--- src/rtl/mem2wb_buffer.sv ---
// mem2wb_buffer: elastic MEM->WB pipeline buffer.
// Circular FIFO with write/read pointers and an occupancy counter. The buffer
// side presents only registered state to WB. Optional feature macro
// MEM2WB_BUFFER_BYPASS_EN forwards the MEM payload straight to WB while the
// buffer is empty; when WB takes it in the same cycle it is never stored.

package mem2wb_pkg;

    // Payload handed from MEM to WB.
    typedef struct packed {
        logic [31:0] wb_data;
        logic [4:0]  rd;
        logic        reg_we;
        logic [31:0] pc;
        logic        instr_valid;
    } mem2wb_t;

endpackage

module mem2wb_buffer #(
    parameter int DEPTH         = 2,
    parameter int PAYLOAD_WIDTH = $bits(mem2wb_pkg::mem2wb_t),
    parameter int CNT_WIDTH     = $clog2(DEPTH) + 1
) (
    input  logic                     clk,
    input  logic                     rst,
    input  logic                     flush,
    input  logic                     in_valid,
    output logic                     in_ready,
    input  logic [PAYLOAD_WIDTH-1:0] in_data,
    output logic                     out_valid,
    input  logic                     out_ready,
    output logic [PAYLOAD_WIDTH-1:0] out_data,
    output logic [CNT_WIDTH-1:0]     level
);

    localparam int                   PTR_W   = $clog2(DEPTH);
    localparam logic [CNT_WIDTH-1:0] DEPTH_C = CNT_WIDTH'(DEPTH);

    // Storage is deliberately left unreset; out_data is meaningless while empty.
    logic [PAYLOAD_WIDTH-1:0] mem_q [DEPTH];

    logic [PTR_W-1:0]     wr_ptr_q, wr_ptr_d;
    logic [PTR_W-1:0]     rd_ptr_q, rd_ptr_d;
    logic [CNT_WIDTH-1:0] level_q, level_d;
    // Holds in_ready low from reset until the first edge after rst drops.
    logic                 ready_en_q;

    logic buf_valid;
    logic buf_full;
    logic push;
    logic push_buf;
    logic pop_buf;
    logic bypass_take;

    assign buf_valid = (level_q != '0);
    assign buf_full  = (level_q == DEPTH_C);

    // When full, a same-cycle pop frees the slot the push lands in.
    assign in_ready  = ready_en_q & ~flush & (~buf_full | out_ready);
    assign push      = in_valid & in_ready;
    assign level     = level_q;

`ifdef MEM2WB_BUFFER_BYPASS_EN
    logic bypass_act;

    // Forwarding only while empty, out of reset and not being flushed.
    assign bypass_act  = ready_en_q & ~flush & ~buf_valid;
    assign out_valid   = buf_valid | (bypass_act & in_valid);
    assign out_data    = buf_valid ? mem_q[rd_ptr_q] : in_data;
    // Payload consumed directly by WB: neither stored nor counted.
    assign bypass_take = bypass_act & in_valid & out_ready;
`else
    assign out_valid   = buf_valid;
    assign out_data    = mem_q[rd_ptr_q];
    assign bypass_take = 1'b0;
`endif

    assign push_buf = push & ~bypass_take;
    assign pop_buf  = buf_valid & out_ready & ~flush;

    // Next-state for pointers and occupancy; flush overrides any handshake.
    always_comb begin
        wr_ptr_d = wr_ptr_q;
        rd_ptr_d = rd_ptr_q;
        level_d  = level_q;
        if (flush) begin
            wr_ptr_d = '0;
            rd_ptr_d = '0;
            level_d  = '0;
        end else begin
            if (push_buf) begin
                wr_ptr_d = wr_ptr_q + PTR_W'(1);
            end
            if (pop_buf) begin
                rd_ptr_d = rd_ptr_q + PTR_W'(1);
            end
            case ({push_buf, pop_buf})
                2'b10:   level_d = level_q + CNT_WIDTH'(1);
                2'b01:   level_d = level_q - CNT_WIDTH'(1);
                default: level_d = level_q;
            endcase
        end
    end

    // Control state with asynchronous reset.
    always_ff @(posedge clk or posedge rst) begin
        if (rst) begin
            wr_ptr_q   <= '0;
            rd_ptr_q   <= '0;
            level_q    <= '0;
            ready_en_q <= 1'b0;
        end else begin
            wr_ptr_q   <= wr_ptr_d;
            rd_ptr_q   <= rd_ptr_d;
            level_q    <= level_d;
            ready_en_q <= 1'b1;
        end
    end

    // Payload write into the slot at the write pointer.
    always_ff @(posedge clk) begin
        if (push_buf) begin
            mem_q[wr_ptr_q] <= in_data;
        end
    end

endmodule

--- config.mk ---
export PLATFORM = sky130hd
export DESIGN_NAME = mem2wb_buffer
export DESIGN_NICKNAME = d
export VERILOG_FILES = /design/src/rtl/mem2wb_buffer.sv
export SDC_FILE = /design/constraint.sdc
export NUM_CORES = 1
export LEC_CHECK = 0
export CORE_MARGIN = 2
export CORE_UTILIZATION = 40
export DETAILED_ROUTE_END_ITERATION = 6
export GPL_TIMING_DRIVEN = 0
export PLACE_DENSITY = 0.66
export SYNTH_ARGS = -nofsm -noshare
export SYNTH_HDL_FRONTEND = slang
export SYNTH_SLANG_ARGS = --single-unit
--- constraint.sdc ---
create_clock -name clk -period 8.15 [get_ports clk]
set_clock_uncertainty 0.1 [all_clocks]
set_input_delay 1.63 -clock clk [delete_from_list [all_inputs] [get_ports clk]]
set_output_delay 1.63 -clock clk [all_outputs]
set_load 0.1 [all_outputs]
==> results of run 1 <==
==> kinds of logic after synthesis <==
group                  share of synthesized area [%]
AO/OA/AOI/OAI                                  1.225
XOR/XNOR                                      0.1618
buffers and inverters                         0.8781
flip-flops                                     81.05
multiplexers                                   14.76
other                                        0.06925
AND/OR/NAND/NOR                                1.849
==> path summary, 6_finish.rpt <==
kind / from / to / slack, ns / cells past startpoint
max reg2reg: level[1] / mem_q[1][5] / 5.94 / 4
max: out_ready / in_ready / 2.60 / 4
min reg2reg: wr_ptr_q / wr_ptr_q / 0.50 / 2
min in group asynchronous: rst / level[0] / 1.33 / 2
min: wr_ptr_q / wr_ptr_q / 0.50 / 2
max in group asynchronous: rst / wr_ptr_q / 6.43 / 2
==> registers in the layout, indices dropped and copies added (netlist names) <==
signal      flops
level           2
mem_q         142
rd_ptr_q        1
ready_en_q      1
wr_ptr_q        1
==> area by class of cell <==
class / count / area share [%]
buffer: 8 / 0.5137
timing repair buffer: 152 / 19.87
sequential: 147 / 56.32
clock inverter: 10 / 2.023
inverter: 2 / 0.1284
multi-input combinational: 94 / 12.62
tap: 176 / 2.825
clock buffer: 22 / 5.699
==> power by group through the flow <==
| stage | combinational (mW) | sequential [mW] | clock [mW] |
|---|---|---|---|
| 2_1_floorplan | 0.146 | 0.866 | 0 |
| 3_3_place_gp | 0.222 | 0.865 | 0 |
| 3_5_place_dp | 0.225 | 0.864 | 0 |
| 4_1_cts | 0.226 | 0.849 | 0.802 |
| 5_1_grt | 0.232 | 0.849 | 0.834 |
| 6_report | 0.225 | 0.849 | 0.782 |
==> per-layer routing <==
layer / wire, um / track usage [%] / vias to the layer above
met5: 0 / 0 / -
met1: 4104 / 15.94 / 1394
li1: - / - / 1341
met3: 790 / 6.038 / 15
met4: 161 / 6.105 / 0
met2: 4861 / 22.90 / 100
==> per-stage QoR <==
step	std cells	cell area [sq um]	power [mW]	hold WS, ns
3_3_place_gp	577	7137	1.086	0.4555
6_report	611	7794	1.855	0.4953
2_1_floorplan	251	5415	1.011	0.4224
3_5_place_dp	579	7192	1.090	0.4892
5_1_grt	611	7794	1.915	0.5335
4_1_cts	611	7794	1.877	0.4983
==> worst max-delay path, delay by kind of cell <==
kind,cells,cell delay [ns]
buffers and inverters,2,1.78
AND/OR/NAND/NOR,2,0.40
==> cell usage in the layout, fill, tap and decap left out, types with 2 or more instances in the layout <==
cell and n:
clkdlybuf4s50_1 150, edfxtp_1 142, mux2_2 71, clkbuf_16 17, buf_2 8, clkbuf_1 5, dfrtp_1 5, bufinv_16 4
o21ai_0 2, o211a_1 2, clkinv_2 2, clkinvlp_4 2
==> results.json, run 1 <==
{
  "dr.pass1.iters": 4,
  "cts.sinks": 147,
  "period_needed_ns": 5.549,
  "multi_input_area_sq_um": 983.4,
  "fillers": 1009,
  "synthArstFlopShare_pct": 3.401,
  "antenna_found_initial": 0,
  "p_seq_share_pct": 45.7,
  "synth_common_cells": "edfxtp_1, mux2_2, buf_2, dfrtp_1",
  "utilization_pct": 58.85,
  "cts_post_setup_buffers_inserted": 0,
  "crit_path_max_incr_delay_ns": 1.19,
  "start_util_pct": 40.89,
  "die_area_sq_mm": 0.01448,
  "peakVddDrop_mv": 0.1680,
  "final.setup.worst_slack_ns": 2.601,
  "grt_pass1_vias": 3030,
  "yosys.area.top_type_share_pct": 78.74,
  "clock_power_share_pct": 42.1,
  "ff_latch_area_sq_mm": 0.004389,
  "syn-instance-count": 251,
  "syn-cell-area_sq_mm": 0.005415,
  "layout.nets": 498,
  "synth.most_common_cell": "edfxtp_1",
  "gp_congestion": 0.6844,
  "clock_latency_ns": 0.41,
  "grt_pass1_wl_mm": 15.07,
  "fmax_mhz": 180.2,
  "crit_chain": "clkdlybuf4s50_1, nor3b_2, nor3b_1, clkdlybuf4s50_1",
  "slowest_stage": "clkdlybuf4s50_1",
  "die_x_um": 120.4,
  "dp_hpwl_mm": 6.437,
  "status": "finished clean",
  "p_comb_share_pct": 12.1,
  "synth_seq_cells": 147,
  "boundaryPins": 151,
  "rows": 42,
  "synth_area_leaders": "edfxtp_1, mux2_2, dfrtp_1, buf_2, nand3b_4",
  "drv_cap": 0,
  "period_share_pct": 68.09,
  "clk_pin_slew_ns": 0.05,
  "cp-end-kind": "output port",
  "worst_pin_slew_ns": 1.014,
  "final-setup-viol-count": 0,
  "min_path_type": "reg2reg",
  "final-hold-violation-count": 0,
  "core_area_sq_mm": 0.01324,
  "drt_iter0_markers": 109,
  "synthToLayoutAreaGrowth_pct": 43.92,
  "io_buffers": 150,
  "power.density_mw_per_mm2": 238.0,
  "worstPathRequired_ns": 6.42,
  "crit_fanout": 7,
  "die_y_um": 120.4,
  "track_usage_pct": 13.96,
  "synth_edf_count": 142,
  "path_class": "in2out",
  "synth_nets": 327,
  "slew_violations": 0,
  "netSwitchingFraction_pct": 22.95,
  "p_switching_uw": 425.7,
  "vias": 2850,
  "synthDistinctLibCells": 26,
  "n_antenna_cell": 0,
  "drc": 0,
  "post_drt_wl_per_cell_um": 16.23,
  "timing.setup.tns_ns": 0,
  "leakage_nw": 2.639,
  "ant_nets": 0,
  "clock_path_buffers": 2,
  "drive_gt1_share_pct": 26.21,
  "crit_top_cell": "clkdlybuf4s50_1",
  "startpoint_type": "input port",
  "yosys.area.top_type": "edfxtp_1",
  "cts_tree": "built",
  "wirelength_mm": 9.918,
  "cts_hold_buf": 0,
  "htreeDepth": 4,
  "grt_max_degree": 45,
  "clock-root-buffer": "clkbuf_16",
  "grt_overflow": 0,
  "rsz0062_at_grt": "false",
  "syn-mean-instance-area_sq_um": 21.57,
  "internal-power_mw": 1.429,
  "ys_warn_count": 0,
  "numCtsBuffers": 17,
  "yosysSeqAreaShare_pct": 81.05,
  "slew-limit-headroom_pct": 32.17,
  "vias_per_cell": 4.664,
  "cts_resized": 0,
  "synth_ff_type": "edfxtp_1",
  "worstPathArrival_ns": 3.82,
  "pre_cts_ws_ns": 2.620
}
(Power assumes the default switching activity.)
==> run 2: changes to the inputs <==
Clock period 8.15 ns to 5.7 ns, I/O delays scaled along.
==> results.json, run 2 (same netlist as run 1, synthesis figures left out) <==
{
  "status": "finished clean",
  "crit_fanout": 7,
  "gr-usage-met3_pct": 5.660,
  "antenna_found_initial": 0,
  "n_antenna_cell": 0,
  "cts_hold_buf": 0,
  "utilization_pct": 58.60,
  "timing.setup.tns_ns": 0,
  "grtUsageMet1_pct": 15.93,
  "grt_overflow": 0,
  "cts.sinks": 147,
  "rows": 42,
  "layout.nets": 498,
  "cts_post_setup_buffers_inserted": 0,
  "largest_register_ffs": 142,
  "worst_pin_slew_ns": 1.034,
  "hold_slack_ns": 0.5034,
  "rsz0062_at_grt": "false",
  "core_area_sq_mm": 0.01324,
  "hold_end": "wr_ptr_q",
  "peakVddDrop_mv": 0.2183,
  "numCtsBuffers": 17,
  "worstPathRequired_ns": 4.46,
  "min_path_type": "reg2reg",
  "rr_endpoint": "mem_q[0][35]",
  "fmax_mhz": 224.8,
  "power.density_mw_per_mm2": 337.0,
  "die_area_sq_mm": 0.01448,
  "grt-busiest-layer": "met2",
  "wirelength_mm": 10.04,
  "slew-limit-headroom_pct": 30.88,
  "drv_cap": 0,
  "die_y_um": 120.4,
  "layout_common_cells": "clkdlybuf4s50_1, edfxtp_1, mux2_2",
  "cts_resized": 0,
  "track_usage_pct": 14.16,
  "final_cells": 610,
  "final-hold-violation-count": 0,
  "clk_pin_slew_ns": 0.06,
  "vias_per_cell": 4.695,
  "min_from": "wr_ptr_q",
  "startpoint_type": "input port",
  "start_util_pct": 40.89,
  "clock-root-buffer": "clkbuf_16",
  "rr_worst_depth": 4,
  "dpl.cell_count": 579,
  "dr.pass1.iters": 4,
  "final-setup-viol-count": 0,
  "final_common_cell": "clkdlybuf4s50_1",
  "grt_pass1_wl_mm": 15.32,
  "grt_max_degree": 40,
  "vias": 2864,
  "clock_path_buffers": 2,
  "period_needed_ns": 4.448,
  "path_class": "in2out",
  "cts_tree": "built",
  "drive_gt1_share_pct": 26.50,
  "reg2reg_from": "level[1]",
  "grt_pass1_vias": 3116,
  "dp_hpwl_mm": 6.644,
  "ant_nets": 0,
  "htreeDepth": 4,
  "io_buffers": 150,
  "r2r_setup_slack_ns": 3.52,
  "period_share_pct": 78.04,
  "synthToLayoutAreaGrowth_pct": 43.30,
  "cp-end-kind": "output port",
  "slew_violations": 0,
  "top_register": "mem_q",
  "grt_use_met2_pct": 24.64,
  "post_drt_wl_per_cell_um": 16.46,
  "drc": 0,
  "worstPathArrival_ns": 3.21,
  "drt_iter0_markers": 165,
  "gp_congestion": 0.7140,
  "boundaryPins": 151,
  "leakage_nw": 2.632,
  "die_x_um": 120.4,
  "clock_latency_ns": 0.40,
  "hold_depth": 2
}
-- run 2: final cells by class --
| class | count | area [sq um] |
|---|---|---|
| Fill cell | 1052 | 5483 |
| Buffer | 8 | 40.04 |
| Inverter | 2 | 10.01 |
| Timing Repair Buffer | 152 | 1541 |
| Clock inverter | 13 | 141.4 |
| Multi-Input combinational cell | 94 | 988.4 |
| Sequential cell | 147 | 4389 |
| Clock buffer | 18 | 429.2 |
| Tap cell | 176 | 220.2 |
-- run 2: worst max-delay path: stages --
cell and delay [ns]:
clkdlybuf4s50_1 0.59, nor3b_2 0.12, nor3b_2 0.20, clkdlybuf4s50_1 1.16
-- run 2: power by group --
| group | switching [mW] | leakage, nW | internal (mW) |
|---|---|---|---|
| Clock | 0.404 | 0.280 | 0.677 |
| Sequential | 0.00504 | 1.36 | 1.21 |
| Combinational | 0.215 | 0.996 | 0.106 |
| Total | 0.624 | 2.63 | 1.99 |
-- run 2: worst max path at each step --
stage	end	from	cells after the start
final	in_ready	out_ready	4
after global routing	in_ready	out_ready	4
after CTS	in_ready	out_ready	4
after detailed placement	in_ready	out_ready	4
after global placement	mem_q[1][64]	out_ready	4
after floorplan	mem_q[1][0]	out_ready	3
-- run 2: metrics by stage --
| stage | instance area (sq um) | setup WS, ns | total power [mW] |
|---|---|---|---|
| 2_1_floorplan | 5420 | 0.8160 | 1.446 |
| 3_3_place_gp | 7142 | 0.3991 | 1.554 |
| 3_5_place_dp | 7189 | 1.241 | 1.558 |
| 4_1_cts | 7760 | 1.244 | 2.637 |
| 5_1_grt | 7760 | 1.164 | 2.699 |
| 6_report | 7760 | 1.252 | 2.615 |
-- run 2: metal layers --
| layer | share of wire (%) | vias to the layer above |
|---|---|---|
| li1 | - | 1348 |
| met1 | 41 | 1417 |
| met2 | 52 | 95 |
| met3 | 6.6 | 4 |
| met4 | 0.46 | 0 |
| met5 | 0 | - |
